$ cat src/rtl/m68k_bus_pkg.sv
// Shared encodings and limits for the 68010 local-bus arbiter.
package m68k_bus_pkg;

  localparam int MAX_MASTERS = 8;
  localparam int OWNER_W     = $clog2(MAX_MASTERS);

  localparam logic [2:0] ST_IDLE     = 3'd0;
  localparam logic [2:0] ST_REQ      = 3'd1;
  localparam logic [2:0] ST_WAIT_BUS = 3'd2;
  localparam logic [2:0] ST_OWN      = 3'd3;
  localparam logic [2:0] ST_HANDOFF  = 3'd4;

  typedef enum logic [2:0] {
    S_IDLE     = ST_IDLE,
    S_REQ      = ST_REQ,
    S_WAIT_BUS = ST_WAIT_BUS,
    S_OWN      = ST_OWN,
    S_HANDOFF  = ST_HANDOFF
  } arb_state_e;

endpackage

$ cat src/rtl/sync2.sv
// Two-flop synchroniser for asynchronous active-low bus pins; idles high.
module sync2 (
  input  logic clk,
  input  logic srst,
  input  logic d,
  output logic q
);

  logic meta_q, meta_d;
  logic sync_q, sync_d;

  always_comb begin
    meta_d = d;
    sync_d = meta_q;
  end

  always_ff @(posedge clk) begin
    if (srst) begin
      meta_q <= 1'b1;
      sync_q <= 1'b1;
    end else begin
      meta_q <= meta_d;
      sync_q <= sync_d;
    end
  end

  assign q = sync_q;

endmodule

$ cat src/rtl/m68k_bus_arbiter.sv
// Shares the 68010 local bus between the CPU and round-robin DMA masters
// using the BR/BG/BGACK handshake.
module m68k_bus_arbiter
  import m68k_bus_pkg::*;
#(
  parameter int NUM_MASTERS = 2,
  parameter int BG_TIMEOUT  = 255
) (
  input  logic                   C100,
  input  logic                   reset,
  input  logic                   P_BG_n,
  input  logic                   P_AS_n,
  output logic                   P_BR_n,
  output logic                   P_BGACK_n,
  input  logic [NUM_MASTERS-1:0] dma_req,
  output logic [NUM_MASTERS-1:0] dma_grant,
  output logic [2:0]             bus_owner,
  output logic                   bg_timeout
);

  arb_state_e             state_q, state_d;
  logic                   br_n_q, br_n_d;
  logic                   bgack_n_q, bgack_n_d;
  logic [NUM_MASTERS-1:0] grant_q, grant_d;
  logic [OWNER_W-1:0]     owner_q, owner_d;
  logic [OWNER_W-1:0]     last_q, last_d;
  logic [7:0]             cnt_q, cnt_d;
  logic                   timeout_q, timeout_d;

  logic                   bg_s, as_s;
  logic                   any_req, owner_req;
  logic [OWNER_W-1:0]     win;
  logic [NUM_MASTERS-1:0] win_onehot;

  // First requester strictly after `last`, wrapping; `last` itself is tried last.
  function automatic logic [OWNER_W-1:0] rr_pick(input logic [NUM_MASTERS-1:0] req,
                                                 input logic [OWNER_W-1:0]     last);
    logic [OWNER_W-1:0]     pick;
    logic [NUM_MASTERS-1:0] shifted;
    int                     idx;
    pick = last;
    for (int k = NUM_MASTERS; k >= 1; k--) begin
      idx     = (int'(last) + k) % NUM_MASTERS;
      shifted = req >> idx;
      if (shifted[0]) pick = OWNER_W'(idx);
    end
    return pick;
  endfunction

  sync2 u_sync_bg (.clk(C100), .srst(reset), .d(P_BG_n), .q(bg_s));
  sync2 u_sync_as (.clk(C100), .srst(reset), .d(P_AS_n), .q(as_s));

  assign any_req   = |dma_req;
  assign owner_req = |(dma_req & grant_q);
  assign win       = rr_pick(dma_req, last_q);

  genvar gi;
  generate
    for (gi = 0; gi < NUM_MASTERS; gi++) begin : g_onehot
      assign win_onehot[gi] = (win == OWNER_W'(gi));
    end
  endgenerate

  always_comb begin
    state_d   = state_q;
    br_n_d    = br_n_q;
    bgack_n_d = bgack_n_q;
    grant_d   = grant_q;
    owner_d   = owner_q;
    last_d    = last_q;
    cnt_d     = cnt_q;
    timeout_d = 1'b0;
    case (state_q)
      S_IDLE: begin
        if (any_req) begin
          state_d = S_REQ;
          br_n_d  = 1'b0;
          cnt_d   = '0;
        end
      end
      S_REQ: begin
        if (cnt_q != 8'hFF) cnt_d = cnt_q + 8'd1;
        if (!any_req) begin
          br_n_d  = 1'b1;
          state_d = S_IDLE;
        end else if (!bg_s) begin
          state_d = S_WAIT_BUS;
        end else if (int'(cnt_q) >= BG_TIMEOUT) begin
          timeout_d = 1'b1;
          br_n_d    = 1'b1;
          state_d   = S_IDLE;
        end
      end
      S_WAIT_BUS: begin
        // The CPU's last cycle must finish and no earlier tenure may still hold BGACK.
        if (!any_req) begin
          br_n_d  = 1'b1;
          state_d = S_IDLE;
        end else if (as_s && bgack_n_q) begin
          br_n_d    = 1'b1;
          bgack_n_d = 1'b0;
          grant_d   = win_onehot;
          owner_d   = win;
          last_d    = win;
          state_d   = S_OWN;
        end
      end
      S_OWN: begin
        if (!owner_req) begin
          grant_d = '0;
          state_d = S_HANDOFF;
        end
      end
      S_HANDOFF: begin
        // BGACK is still held, so the next master takes over without a new BR/BG exchange.
        if (any_req) begin
          grant_d = win_onehot;
          owner_d = win;
          last_d  = win;
          state_d = S_OWN;
        end else begin
          bgack_n_d = 1'b1;
          state_d   = S_IDLE;
        end
      end
      default: begin
        state_d = S_IDLE;
      end
    endcase
  end

  always_ff @(posedge C100) begin
    if (reset) begin
      state_q   <= S_IDLE;
      br_n_q    <= 1'b1;
      bgack_n_q <= 1'b1;
      grant_q   <= '0;
      owner_q   <= '0;
      last_q    <= OWNER_W'(NUM_MASTERS - 1);
      cnt_q     <= '0;
      timeout_q <= 1'b0;
    end else begin
      state_q   <= state_d;
      br_n_q    <= br_n_d;
      bgack_n_q <= bgack_n_d;
      grant_q   <= grant_d;
      owner_q   <= owner_d;
      last_q    <= last_d;
      cnt_q     <= cnt_d;
      timeout_q <= timeout_d;
    end
  end

  assign P_BR_n     = br_n_q;
  assign P_BGACK_n  = bgack_n_q;
  assign dma_grant  = grant_q;
  assign bus_owner  = owner_q;
  assign bg_timeout = timeout_q;

endmodule
$ cat config.mk
export PLATFORM = sky130hd
export DESIGN_NAME = m68k_bus_arbiter
export DESIGN_NICKNAME = d
export VERILOG_FILES = /design/src/rtl/m68k_bus_pkg.sv /design/src/rtl/sync2.sv /design/src/rtl/m68k_bus_arbiter.sv
export SDC_FILE = /design/constraint.sdc
export NUM_CORES = 1
export LEC_CHECK = 0
export ABC_AREA = 1
export CAP_MARGIN = 0
export CORE_UTILIZATION = 25
export DETAILED_ROUTE_END_ITERATION = 10
export PLACE_DENSITY = 0.54
export REMOVE_ABC_BUFFERS = 1
export SKIP_CTS_REPAIR_TIMING = 1
export SLEW_MARGIN = 20
export SYNTH_ARGS = -nofsm -noshare
export SYNTH_HDL_FRONTEND = slang
export SYNTH_SLANG_ARGS = --single-unit
$ cat constraint.sdc
create_clock -name C100 -period 2.71 [get_ports C100]
set_input_delay 0.4065 -clock C100 [delete_from_list [all_inputs] [get_ports C100]]
set_output_delay 0.4065 -clock C100 [all_outputs]
set_load 0.03 [all_outputs]
==> key figures, run 1 <==
Synth
  • Synth Flop Type: dfxtp_1
  • Distinct cells, synth: 25
  • YS warnings: 0
  • Netlist Area Pre-Place: 1305 um2
  • Commonest cells post-synth: nand2_1, nor2_1, dfxtp_1, nand3_1, inv_1
  • Register area share after synthesis: 0.3682
  • Yosys reg bits: 24
  • Post-synth top area share: 0.3682
  • Count leader, synth: nand2_1
  • Ranking of synthesized cells by area: dfxtp_1, nand2_1, nand3_1
  • Synthesized area per cell: 6.762 um2
  • Yosys top cell by area: dfxtp_1
  • Post-Syn Instances: 193
  • Share of synthesized registers carrying an async set or reset: 0
  • EDFF count, synth: 0

Clock network
  • CTS tree: done
  • H-Tree Depth: 1
  • Clk sink count: 24
  • Clk root buf: clkbuf_8
  • Max clock buf depth: 2
  • Worst-skew pair later-pin latency: 270 ps
  • Clk slew on worst S/H paths: 90 ps
  • Num CTS Buffers: 3

Critical path
  • Startpoint Class: flop
  • First element of the critical path: P_BGACK_n
  • CP Buf/Inv Count: 1
  • Crit. End Element: output pin
  • Cell Chain, Critical Path: clkdlybuf4s50_1
  • Critical path type: reg2out
  • Crit-path slowest cell: clkdlybuf4s50_1
  • Crit Path Max Fanout: 3
  • Crit path largest cell delay: 680 ps
  • WP data required: 2300 ps
  • Worst r2r src: cnt_q[0]
  • CP delay by family, top: buffers and inverters
  • Crit path DAT: 1320 ps

Timing
  • Rel. slew slack: 0.7094
  • Max Slew Vio Count: 0
  • Final setup viols: 0
  • Hold Violations, Final: 0
  • Final period utilization: 0.6374
  • Max Clock Freq: 0.5789 GHz
  • Minimum clock period: 1727 ps
  • Setup TNS: 0 ps
  • Clock skew: 4.211 ps
  • Worst slew pin tran: 435.4 ps
  • RSZ-0062 raised after global routing: false

Global routing
  • Remaining Overflow, GRT: 0
  • Vias in the first global route: 1082
  • Largest net degree at the start of global routing: 14
  • Antenna violations before repair: 0
  • First-pass GRT wire length: 4.726 mm
  • All-Layer GR Usage: 0.1120

Drt
  • DRT Wirelength: 2.563 mm
  • Highest Signal Layer: met4
  • DR vias: 1153
  • Post-route ant nets: 0
  • Starting DRC count in detailed routing: 74
  • Vias per inst: 4.255
  • Met3 WL: 48 um
  • Drc violations: 0
  • DR WL met2: 1.134 mm
  • M1 WL: 1.317 mm
  • Wirelength per Cell: 9.458 um
  • DR pass1 iterations: 4

Finish
  • Cell Count, Final, Fillers Out: 271
  • Layout cells sized above 1: 0.1078
  • Layout area overhead: 17.16%
  • Antenna cells: 0
  • Final Net Count: 212
  • FILL cells: 546

Floorplan
  • IO Pins: 14
  • Row count: 25
  • Core Box Area: 4880 um2
  • Die Area: 5513 um2
  • DIE WIDTH: 74.25 um
  • Initial Util: 0.2674
  • Die Ht: 74.25 um

Min path
  • Hold path start: u_sync_as.meta_q
  • Type of the most critical hold path: reg2reg

Place
  • Placed cells: 267
  • Global placer's final weighted congestion: 0.8168
  • Final HPWL DP: 1.968 mm
  • # port buffers: 13

Power and ir drop
  • Peak VDD IR: 280.1 uV
  • Leak: 0.0006774 uW
  • Pwr dens: 827.0 nW/um2

Run
  • MaxCap Viol Count: 0

Run status
  • Status: completed
[state kept, by name, indices dropped and copies added, names as in the netlist]
name	flops
P_BGACK_n	1
P_BR_n	1
bg_timeout	1
bus_owner	3
cnt_q	8
dma_grant	2
last_q	1
state_q	3
u_sync_as.meta_q	1
u_sync_as.q	1
u_sync_bg.meta_q	1
u_sync_bg.q	1
[layout by cell type (no fill, tap or decap)]
| master | n |
|---|---|
| nor4_1 | 1 |
| nand3_1 | 24 |
| o21ai_0 | 8 |
| o21bai_1 | 1 |
| nor3b_1 | 1 |
| clkbuf_8 | 4 |
| xor2_1 | 2 |
| nor2_4 | 1 |
| buf_4 | 1 |
| dfxtp_1 | 24 |
| nand4_1 | 5 |
| nand2_2 | 3 |
| nand2_1 | 47 |
| inv_4 | 1 |
| a21oi_1 | 5 |
| nand2_4 | 4 |
| ha_1 | 1 |
| nor2_1 | 30 |
| inv_6 | 1 |
| clkdlybuf4s50_1 | 13 |
| nor2_2 | 1 |
| a21oi_2 | 2 |
| or2_2 | 4 |
| inv_1 | 19 |
| nor3_1 | 1 |
[cell type report]
type                       instances  area, um2  share of cell area
sequential                        24      480.5              0.3142
clock buffer                       4      55.05             0.03601
tap                               67      83.83             0.05483
inverter                          21      86.33             0.05646
timing repair buffer              14      137.6             0.09002
multi-input combinational        141      685.7              0.4484
[through the flow]
step                setup WS [ps]  hold slack (ps)  power (uW)  area [um2]    util
CTS                         962.7            418.6        1278        1529  0.3133
detailed placement          769.7            396.1        1026        1474  0.3021
global placement            797.0            391.2        1028        1474  0.3021
global route                930.8            431.7        1375        1529  0.3133
finish                      982.7            415.7        1264        1529  0.3133
floorplan                    1449            389.5       885.6        1252       -
[per-layer routing]
layer,global-route usage,vias to the layer above
met2,0.1707,11
met3,0.01626,4
met5,0,-
li1,-,635
met1,0.1516,503
met4,0.06289,0
[path summary, 6_finish.rpt]
| kind | to | slack (ps) | cells after the start |
|---|---|---|---|
| max | P_BGACK_n | 980 | 1 |
| min | u_sync_as.q | 420 | 1 |
| max reg2reg | cnt_q[1] | 1300 | 8 |
| min reg2reg | u_sync_as.q | 420 | 1 |
[power breakdown]
group / internal [uW] / leakage [uW] / switching (uW)
Combinational: 194 / 0.000453 / 341
Clock: 130 / 0.0000288 / 118
Sequential: 414 / 0.000196 / 66.6
Total: 738 / 0.000677 / 526
[cells by family (layout without fill, tap and decap cells)]
family | Yosys count | after routing | synth area share
buffers and inverters | 28 | 39 | 0.1064
and+or+nand+nor | 122 | 122 | 0.4334
DFF | 24 | 24 | 0.3682
AOI/OAI and AO/OA | 16 | 16 | 0.06903
xor gates and xnor gates | 2 | 2 | 0.01343
adders and majority gates | 1 | 1 | 0.009586
Note: power is estimated with default switching activity, not from simulation.
==> inputs of run 2 (changes only) <==
==> constraint.sdc (replaced) <==
create_clock -name C100 -period 1.75 [get_ports C100]
set_input_delay 0.2625 -clock C100 [delete_from_list [all_inputs] [get_ports C100]]
set_output_delay 0.2625 -clock C100 [all_outputs]
set_load 0.03 [all_outputs]
==> key figures, run 2 (synthesis gave the netlist of run 1 again) <==
Floorplan
  • Die Area: 5513 um2 (unchanged)
  • IO Pins: 14 (unchanged)
  • Core Box Area: 4880 um2 (unchanged)
  • Row count: 25 (unchanged)
  • Die Ht: 74.25 um (unchanged)
  • DIE WIDTH: 74.25 um (unchanged)
  • Initial Util: 0.2674 (unchanged)

Run
  • MaxCap Viol Count: 0 (unchanged)

Critical path
  • Crit. End Element: output pin (unchanged)
  • Crit-path slowest cell: clkdlybuf4s50_1 (unchanged)
  • Crit Path Max Fanout: 3 (unchanged)
  • Crit path largest cell delay: 680 ps (about the same)
  • CP delay by family, top: buffers and inverters (unchanged)
  • CP Buf/Inv Count: 1 (unchanged)
  • WP data required: 1490 ps (was 2300 ps)
  • Startpoint Class: flop (unchanged)
  • Cell Chain, Critical Path: clkdlybuf4s50_1 (unchanged)
  • FF-to-FF setup slack: 350 ps (was 1300 ps)
  • Critical path type: reg2out (unchanged)
  • Crit path DAT: 1310 ps (was 1320 ps)

Power and ir drop
  • NetSw: 798.8 uW (was 526.4 uW)
  • Pwr Total: 1900 uW (was 1264 uW)
  • Sw Ratio: 0.4203 (was 0.4163)
  • Cell Int Power: 1102 uW (was 738.1 uW)
  • Clock power share: 0.168 (was 0.196)
  • Leak: 0.0006891 uW (was 0.0006774 uW)
  • Peak VDD IR: 362.4 uV (was 280.1 uV)
  • Reg power frac: 0.390 (was 0.380)
  • Pwr dens: 1230 nW/um2 (was 827.0 nW/um2)
  • Logic pwr share: 0.442 (was 0.424)

Drt
  • DR pass1 iterations: 4 (unchanged)
  • Vias per inst: 4.281 (was 4.255)
  • Post-route ant nets: 0 (unchanged)
  • Drc violations: 0 (unchanged)
  • Starting DRC count in detailed routing: 72 (was 74)
  • DR vias: 1173 (was 1153)
  • Wirelength per Cell: 9.613 um (was 9.458 um)
  • DRT Wirelength: 2.634 mm (was 2.563 mm)

Timing
  • Setup TNS: 0 ps (unchanged)
  • Final period utilization: 0.8958
  • Hold Violations, Final: 0 (unchanged)
  • Max Slew Vio Count: 0 (unchanged)
  • Rel. slew slack: 0.7639 (was 0.7094)
  • Clock skew: 6.416 ps (was 4.211 ps)
  • RSZ-0062 raised after global routing: false (unchanged)
  • Final setup viols: 0 (unchanged)
  • Minimum clock period: 1568 ps
  • Max Clock Freq: 0.6379 GHz
  • Worst slew pin tran: 350.5 ps (was 435.4 ps)

Finish
  • Most common cell after layout, fill and taps aside: nand2_1 (unchanged)
  • Max reg flops: 8 (unchanged)
  • Final Net Count: 216 (was 212)
  • Most frequent cells in the layout: nand2_1, nor2_1, dfxtp_1, nand3_1, inv_1 (unchanged)
  • Top reg by flops: cnt_q (unchanged)
  • Cell Count, Final, Fillers Out: 274 (was 271)
  • Layout area overhead: 18.41% (was 17.16%)
  • Antenna cells: 0 (unchanged)
  • FILL cells: 548 (was 546)
  • Layout cells sized above 1: 0.1208 (was 0.1078)

Global routing
  • Vias in the first global route: 1080 (was 1082)
  • Antenna violations before repair: 0 (unchanged)
  • Largest net degree at the start of global routing: 13 (was 14)
  • All-Layer GR Usage: 0.1068 (was 0.1120)
  • Remaining Overflow, GRT: 0 (unchanged)
  • First-pass GRT wire length: 4.581 mm (was 4.726 mm)

Clock network
  • Clk root buf: clkbuf_8 (unchanged)
  • Worst-skew pair later-pin latency: 260 ps (was 270 ps)
  • Clk slew on worst S/H paths: 80 ps (was 90 ps)
  • H-Tree Depth: 1 (unchanged)
  • Max clock buf depth: 2 (unchanged)
  • CTS tree: done (unchanged)
  • Clk sink count: 24 (unchanged)
  • Num CTS Buffers: 3 (unchanged)

Min path
  • Type of the most critical hold path: reg2reg (unchanged)

Place
  • Placed cells: 271 (was 267)
  • Global placer's final weighted congestion: 0.8036 (was 0.8168)
  • Final HPWL DP: 2.053 mm (was 1.968 mm)
  • # port buffers: 13 (unchanged)

Run status
  • Status: completed (unchanged)
run 2: layer usage:
metal,track usage,up-vias,share of wire
met4,0.03774,0,0.014
met1,0.1356,514,0.51
met3,0.02033,4,0.027
met5,0,-,0
li1,-,639,-
met2,0.1808,16,0.45
run 2: path summary, 6_finish.rpt:
path | start | to | cells past startpoint
setup / recovery | P_BGACK_n | P_BGACK_n | 1
hold / removal | u_sync_bg.meta_q | u_sync_bg.q | 1
setup reg to reg | cnt_q[0] | cnt_q[3] | 9
hold reg to reg | u_sync_bg.meta_q | u_sync_bg.q | 1
run 2: metrics by stage:
step | hold WS (ps) | setup slack (ps) | cell area, um2 | utilization
3_3_place_gp | 390.6 | 124.1 | 1504 | 0.3082
5_1_grt | 437.5 | 121.9 | 1545 | 0.3167
3_5_place_dp | 394.0 | 114.3 | 1504 | 0.3082
6_report | 411.0 | 182.3 | 1545 | 0.3167
4_1_cts | 411.7 | 166.7 | 1545 | 0.3167
2_1_floorplan | 324.9 | 492.4 | 1252 | -
run 2: layout make-up:
cell class | count | area [um2] | share of cell area
inverter | 21 | 86.33 | 0.05587
clock buffer | 3 | 41.29 | 0.02672
sequential | 24 | 480.5 | 0.3109
timing repair buffer | 18 | 167.7 | 0.1085
tap | 67 | 83.83 | 0.05425
multi-input combinational | 141 | 685.7 | 0.4437
run 2: power groups by stage:
stage	clock (uW)	combinational (uW)	sequential, uW
6_report	319	839	742
2_1_floorplan	0	562	810
5_1_grt	358	959	759
3_5_place_dp	0	843	756
3_3_place_gp	0	841	756
4_1_cts	333	846	743
==> inputs of run 3 (changes only) <==
--- a/config.mk
+++ b/config.mk
@@ -5,11 +5,10 @@
 export SDC_FILE = /design/constraint.sdc
 export NUM_CORES = 1
 export LEC_CHECK = 0
-export ABC_AREA = 1
 export CAP_MARGIN = 0
-export CORE_UTILIZATION = 25
+export CORE_UTILIZATION = 54
 export DETAILED_ROUTE_END_ITERATION = 10
-export PLACE_DENSITY = 0.54
+export PLACE_DENSITY = 0.89
 export REMOVE_ABC_BUFFERS = 1
 export SKIP_CTS_REPAIR_TIMING = 1
 export SLEW_MARGIN = 20
==> key figures, run 3 <==
Run status
  • Status: completed (unchanged)

Place
  • Placed cells: 189 (was 271)
  • Final HPWL DP: 2.157 mm (was 2.053 mm)
  • Place WS: -52.90 ps (was 114.3 ps)
  • # port buffers: 13 (unchanged)
  • Global placer's final weighted congestion: 0.9200 (was 0.8036)

Floorplan
  • DIE WIDTH: 50.04 um (was 74.25 um)
  • Initial Util: 0.5688 (was 0.2674)
  • Core Box Area: 2191 um2 (was 4880 um2)
  • Row count: 17 (was 25)
  • IO Pins: 14 (unchanged)
  • Die Ht: 50.04 um (was 74.25 um)
  • Die Area: 2504 um2 (was 5513 um2)

Global routing
  • Vias in the first global route: 1092 (was 1080)
  • Remaining Overflow, GRT: 0 (unchanged)
  • All-Layer GR Usage: 0.2614 (was 0.1068)
  • Largest net degree at the start of global routing: 16 (was 13)
  • First-pass GRT wire length: 5.078 mm (was 4.581 mm)
  • Antenna violations before repair: 0 (unchanged)

Critical path
  • WP data required: 1490 ps (about the same)
  • CP delay by family, top: buffers and inverters (unchanged)
  • Critical path type: reg2out (unchanged)
  • CP Buf/Inv Count: 1 (unchanged)
  • Crit-path slowest cell: clkdlybuf4s50_1 (unchanged)
  • Crit. End Element: output pin (unchanged)
  • Cell Chain, Critical Path: clkdlybuf4s50_1 (unchanged)
  • Startpoint Class: flop (unchanged)
  • Crit Path Max Fanout: 3 (unchanged)
  • Crit path largest cell delay: 690 ps (was 680 ps)
  • Crit path DAT: 1390 ps (was 1310 ps)

Synth
  • Distinct cells, synth: 42 (was 25)
  • Netlist Area Pre-Place: 1246 um2 (was 1305 um2)
  • Post-Syn Instances: 142 (was 193)
  • Count leader, synth: dfxtp_1 (was nand2_1)
  • Synthesized area per cell: 8.776 um2 (was 6.762 um2)
  • Ranking of synthesized cells by area: dfxtp_1, a21oi_1, mux2i_1 (was dfxtp_1, nand2_1, nand3_1)
  • Yosys top cell by area: dfxtp_1 (unchanged)
  • YS warnings: 0 (unchanged)
  • EDFF count, synth: 0 (unchanged)
  • Synth Flop Type: dfxtp_1 (unchanged)
  • Register area share after synthesis: 0.3855 (was 0.3682)
  • Post-synth top area share: 0.3855 (was 0.3682)
  • Yosys reg bits: 24 (unchanged)
  • Share of synthesized registers carrying an async set or reset: 0 (unchanged)
  • Commonest cells post-synth: dfxtp_1, a21oi_1, nand2_1 (was nand2_1, nor2_1, dfxtp_1, nand3_1, inv_1)

Timing
  • Clock skew: 8.183 ps (was 6.416 ps)
  • Final period utilization: 0.9470 (was 0.8958)
  • Final setup viols: 0 (unchanged)
  • Max Clock Freq: 0.6034 GHz (was 0.6379 GHz)
  • Hold Violations, Final: 0 (unchanged)
  • Final Worst Setup Slack: 92.74 ps (was 182.3 ps)
  • Max Slew Vio Count: 0 (unchanged)
  • Minimum clock period: 1657 ps (was 1568 ps)
  • Rel. slew slack: 0.6604 (was 0.7639)
  • Worst slew pin tran: 504.8 ps (was 350.5 ps)
  • RSZ-0062 raised after global routing: false (unchanged)

Power and ir drop
  • Pwr Total: 1166 uW (was 1900 uW)
  • Leak: 0.0005973 uW (was 0.0006891 uW)
  • NetSw: 286.2 uW (was 798.8 uW)
  • Pwr dens: 765.8 nW/um2 (was 1230 nW/um2)
  • Peak VDD IR: 990.9 uV (was 362.4 uV)
  • Sw Ratio: 0.2454 (was 0.4203)
  • Clock power share: 0.348 (was 0.168)
  • Reg power frac: 0.495 (was 0.390)
  • Cell Int Power: 879.9 uW (was 1102 uW)
  • Logic pwr share: 0.156 (was 0.442)

Run
  • MaxCap Viol Count: 0 (unchanged)

Drt
  • DR vias: 1195 (was 1173)
  • Post-route ant nets: 0 (unchanged)
  • DRT Wirelength: 2.976 mm (was 2.634 mm)
  • Drc violations: 0 (unchanged)
  • DR pass1 iterations: 6 (was 4)
  • Wirelength per Cell: 15.42 um (was 9.613 um)
  • Starting DRC count in detailed routing: 46 (was 72)
  • Vias per inst: 6.192 (was 4.281)

Finish
  • Final Net Count: 173 (was 216)
  • Top reg by flops: cnt_q (unchanged)
  • Most frequent cells in the layout: dfxtp_1, buf_4, a21oi_1 (was nand2_1, nor2_1, dfxtp_1, nand3_1, inv_1)
  • Most common cell after layout, fill and taps aside: dfxtp_1 (was nand2_1)
  • Layout area overhead: 22.19% (was 18.41%)
  • Layout cells sized above 1: 0.1818 (was 0.1208)
  • Antenna cells: 0 (unchanged)
  • Final Util: 0.6950 (was 0.3167)
  • Cell Count, Final, Fillers Out: 193 (was 274)
  • Max reg flops: 8 (unchanged)

Clock network
  • Num CTS Buffers: 3 (unchanged)
  • Worst-skew pair later-pin latency: 310 ps (was 260 ps)
  • H-Tree Depth: 1 (unchanged)
  • Clk sink count: 24 (unchanged)
  • Clk root buf: clkbuf_4 (was clkbuf_8)
  • Clk slew on worst S/H paths: 150 ps (was 80 ps)
  • Max clock buf depth: 2 (unchanged)
  • CTS tree: done (unchanged)

Min path
  • Type of the most critical hold path: reg2reg (unchanged)
## run 3: layout make-up
class / instances / area (um2)
clock buffer: 3 / 22.52
timing repair buffer: 28 / 245.2
multi-input combinational: 106 / 698.2
clock inverter: 1 / 30.03
fill: 169 / 668.1
inverter: 3 / 11.26
tap: 28 / 35.03
sequential: 24 / 480.5
## run 3: kinds of logic (layout without fill, tap and decap cells)
kind of cell / count (synthesis) / after routing / share of synthesized area
flip-flops: 24 / 24 / 0.3855
AO/OA/AOI/OAI: 41 / 41 / 0.2289
adder cells (fa/ha/maj): 1 / 1 / 0.01004
buffers and inverters: 12 / 35 / 0.05421
AND/OR/NAND/NOR: 57 / 57 / 0.2641
multiplexers: 7 / 7 / 0.05723
## run 3: layer usage
layer  global-route usage  vias to the layer above  routed length, um
met1               0.3472                      573               1291
met3              0.04012                        6                129
met4              0.07619                        0                 25
li1                     -                      574                  -
met2               0.4311                       42               1530
met5                    0                        -                  0
## run 3: through the flow
stage               cell area [um2]  TNS [ps]  hold slack, ps
CTS                            1520    -13.92           437.8
global placement               1468         0           394.6
detailed placement             1468    -207.8           404.4
floorplan                      1190         0           331.6
global route                   1523         0           446.5
finish                         1523         0           440.6
## run 3: final timing paths
check	from	end	slack, ps	depth (start not counted)
max	bus_owner[2]	bus_owner[2]	90	1
min	u_sync_as.meta_q	u_sync_as.q	440	1
max reg2reg	state_q[1]	cnt_q[7]	180	4
min reg2reg	u_sync_as.meta_q	u_sync_as.q	440	1
## run 3: power groups by stage
stage	logic [uW]	registers, uW	clock network, uW
after global routing	197	580	425
after detailed placement	179	588	0
final	182	578	406
after floorplan	84.0	600	0
after CTS	180	577	406
after global placement	171	588	0
==> RTL edit 1 (settings of run 1) <==
Put one more register stage on the output `bg_timeout`, cleared by the reset. The value now appears one clock later. The other outputs are not delayed to match.
--- a/src/rtl/m68k_bus_arbiter.sv
+++ b/src/rtl/m68k_bus_arbiter.sv
@@ -155,6 +155,12 @@
   assign P_BGACK_n  = bgack_n_q;
   assign dma_grant  = grant_q;
   assign bus_owner  = owner_q;
-  assign bg_timeout = timeout_q;
+  always_ff @(posedge C100) begin
+    if (reset) begin
+      bg_timeout <= '0;
+    end else begin
+      bg_timeout <= timeout_q;
+    end
+  end
 
 endmodule
Check against the original RTL: no difference found for any inputs over 10 cycles, from zero or initial values and one cycle with reset high; that may be too few to reach the edited logic, so the function may still have changed.
==> RTL edit 1 against run 1 <==
Count of clock-buffer cells in the layout is the same; power fell by 2.5%; clock power down 9.3%; synthesized area is 4.3% lower; sequential cell count is 1 higher; cell area is 4.2% lower; via count fell by 6.4%; wire length decreased by 7.3%; clock skew up 0.00079 ns; die area is 4.2% lower; maximum frequency is 0.37% higher; cell count down 2.6%; worst setup slack better by 0.0064 ns; critical endpoint is now dma_grant[0]; largest cell class unchanged.
==> RTL edit 1: results <==
{
  "outcome": "completed",
  "worstMarginPinSlew_ns": 0.4137,
  "power_density_nw_per_um2": 841.6,
  "r2r_setup_slack_ns": 1.15,
  "synth_compound_area_share_pct": 6.713,
  "pg_clk_w": 0.000225,
  "synthAdderAreaFrac_pct": 1.002,
  "hpwl_mm": 1.765,
  "worstHoldEndpoint": "bg_timeout$_SDFF_PP0_",
  "nets": 205,
  "vias": 1079,
  "worst-r2r-cell-count": 8,
  "grt_pass1_wl_mm": 4.243,
  "switching_power_w": 0.0005112,
  "synth_cell_types": 23,
  "hold_depth": 2,
  "htree_num_levels": 1,
  "power_leakage_nw": 0.6272,
  "gp_congestion": 0.8242,
  "yosys.area_share.xor_xnor_pct": 0,
  "grt_pass1_vias": 923,
  "drive_above_1_share_pct": 10.15,
  "yosys-top-cells-area": "dfxtp_1, nand2_1, nand3_1",
  "crit_path_end": "dma_grant[0]",
  "critPathLaunch": "dma_grant[0]$_SDFFE_PP0P_",
  "skew_ns": 0.005005,
  "synthTopCellsByCount": "nand2_1, nor2_1, nand3_1",
  "powerSeq_w": 0.000494,
  "synth_seq_area_share_pct": 40.08,
  "drt_iter0_drc": 55,
  "hold_path.startpoint": "timeout_q$_SDFF_PP0_",
  "r2r-end": "cnt_q[0]$_SDFFE_PP0P_",
  "wl_per_cell_um": 9.004,
  "maxPowerGroup": "combinational cells",
  "max-vdd-ir-drop_mv": 0.2416
}
-- RTL edit 1: metal layers --
metal	global-route usage, %	vias to the layer above	share of wire [%]	routed length, um
li1	-	605	-	-
met1	15.27	456	55	1312
met2	14.64	14	41	971
met3	1.657	4	2.3	55
met4	3.922	0	1.6	38
met5	0	-	0	0
-- RTL edit 1: per-stage QoR --
stage,cell area (sq um),worst slack [ns],std cells,hold WS (ns)
floorplan,1206,1.369,180,0.3883
global placement,1420,0.7877,260,0.3912
detailed placement,1420,0.7658,260,0.3949
CTS,1465,0.9751,264,0.4166
global route,1465,0.8831,264,0.4270
finish,1465,0.9890,264,0.4135
-- RTL edit 1: area by class of cell --
type	instances	area, sq um
inverters	21	78.83
clock buffers	4	45.04
repair buffers	13	130.1
flip-flops and latches	25	500.5
well taps	67	83.83
multi-input cells	134	626.9
fillers	542	3289
-- RTL edit 1: cells by family (layout without fill, tap and decap cells) --
family,after synthesis,in the layout
fa+ha+maj,1,1
simple gates,117,117
buf+inv,27,38
compound gates,16,16
flops,25,25
==> RTL edit 2 (flow settings as in run 1) <==
Without the edit above. `NUM_MASTERS`: 2 -> 1.
--- a/src/rtl/m68k_bus_arbiter.sv
+++ b/src/rtl/m68k_bus_arbiter.sv
@@ -3,7 +3,7 @@
 module m68k_bus_arbiter
   import m68k_bus_pkg::*;
 #(
-  parameter int NUM_MASTERS = 2,
+  parameter int NUM_MASTERS = 1,
   parameter int BG_TIMEOUT  = 255
 ) (
   input  logic                   C100,
Interface: changed (resized dma_grant and dma_req); port bits go from 14 to 12. No check against the original RTL was run, so the function may have changed too.
==> RTL edit 2 against run 1 <==
Sequential share of layout area increased by 1.0 points; cell area decreased by 11%; synthesized area decreased by 14%; worst setup slack improved by 0.030 ns; count of clock-buffer cells in the layout decreased by 1; utilization increased by 1.4 points; wire length decreased by 7.4%; first-iteration DRC count decreased by 54%; sequential cell count decreased by 2; global-route usage increased by 0.20 points; largest cell class unchanged; highest routed layer unchanged.
Power is not compared: it rests on default switching activity, and its combinational part moved more than twofold at a synthesized area within 25%.
==> RTL edit 2: results <==
{
  "vias": 1022,
  "skew_ns": 0.005282,
  "gp_congestion": 0.8594,
  "post-place-ws_ns": 0.8810,
  "maxSlewHeadroom_pct": 75.70,
  "synth_cell_types": 24,
  "wl_per_cell_um": 10.37,
  "synth.cell_area_sq_um": 1119,
  "hpwl_mm": 1.793,
  "drt_first_pass_iters": 5,
  "port_buffers": 11,
  "diodes": 0,
  "yosys.area_share.xor_xnor_pct": 0,
  "r2r_setup_slack_ns": 1.25,
  "placed_cell_area_sq_um": 1285,
  "critPathLaunch": "P_BGACK_n$_SDFFE_PP1P_",
  "synth_compound_area_share_pct": 9.732,
  "groute.usage.overall_pct": 11.40,
  "grt_pass1_wl_mm": 3.995,
  "outcome": "completed",
  "yosys-top-cells-area": "dfxtp_1, nand2_1, inv_1",
  "final.min_clock_period_ns": 1.697,
  "power_w": 0.0008730,
  "syn_avg_cell_area_sq_um": 6.738,
  "drt_iter0_drc": 34,
  "synth_seq_area_share_pct": 39.37,
  "whs_ns": 0.4159,
  "worstHoldEndpoint": "u_sync_bg.q$_SDFF_PP1_",
  "r2r-end": "state_q[0]$_SDFFE_PP0P_",
  "routed_wirelength_mm": 2.374,
  "nets": 186,
  "synthTopCellsByCount": "nand2_1, inv_1, nor2_1",
  "critPathArrivalTime_ns": 1.29,
  "synthAdderAreaFrac_pct": 1.119,
  "grt_pass1_vias": 912,
  "clock_latency_ns": 0.26,
  "crit_fanout": 3,
  "dp_cells": 225,
  "hold_path.startpoint": "u_sync_bg.meta_q$_SDFF_PP1_",
  "drive_above_1_share_pct": 11.17
}
## RTL edit 2: area by class of cell
| class | instances | area, sq um |
|---|---|---|
| well taps | 50 | 62.56 |
| fillers | 476 | 2788 |
| clock buffers | 3 | 41.29 |
| multi-input cells | 115 | 564.3 |
| flip-flops and latches | 22 | 440.4 |
| clock inverters | 1 | 30.03 |
| inverters | 26 | 100.1 |
| repair buffers | 12 | 117.6 |
## RTL edit 2: cells by family after synthesis
group,Yosys count
AO/OA/AOI/OAI,20
adder cells (fa/ha/maj),1
buffers and inverters,29
flip-flops,22
AND/OR/NAND/NOR,94
## RTL edit 2: metal layers
layer / wire (um) / global-route usage (%) / vias up
li1: - / - / 551
met1: 1253 / 16.47 / 445
met2: 983 / 16.38 / 24
met3: 109 / 1.645 / 2
met4: 27 / 5.357 / 0
met5: 0 / 0 / -
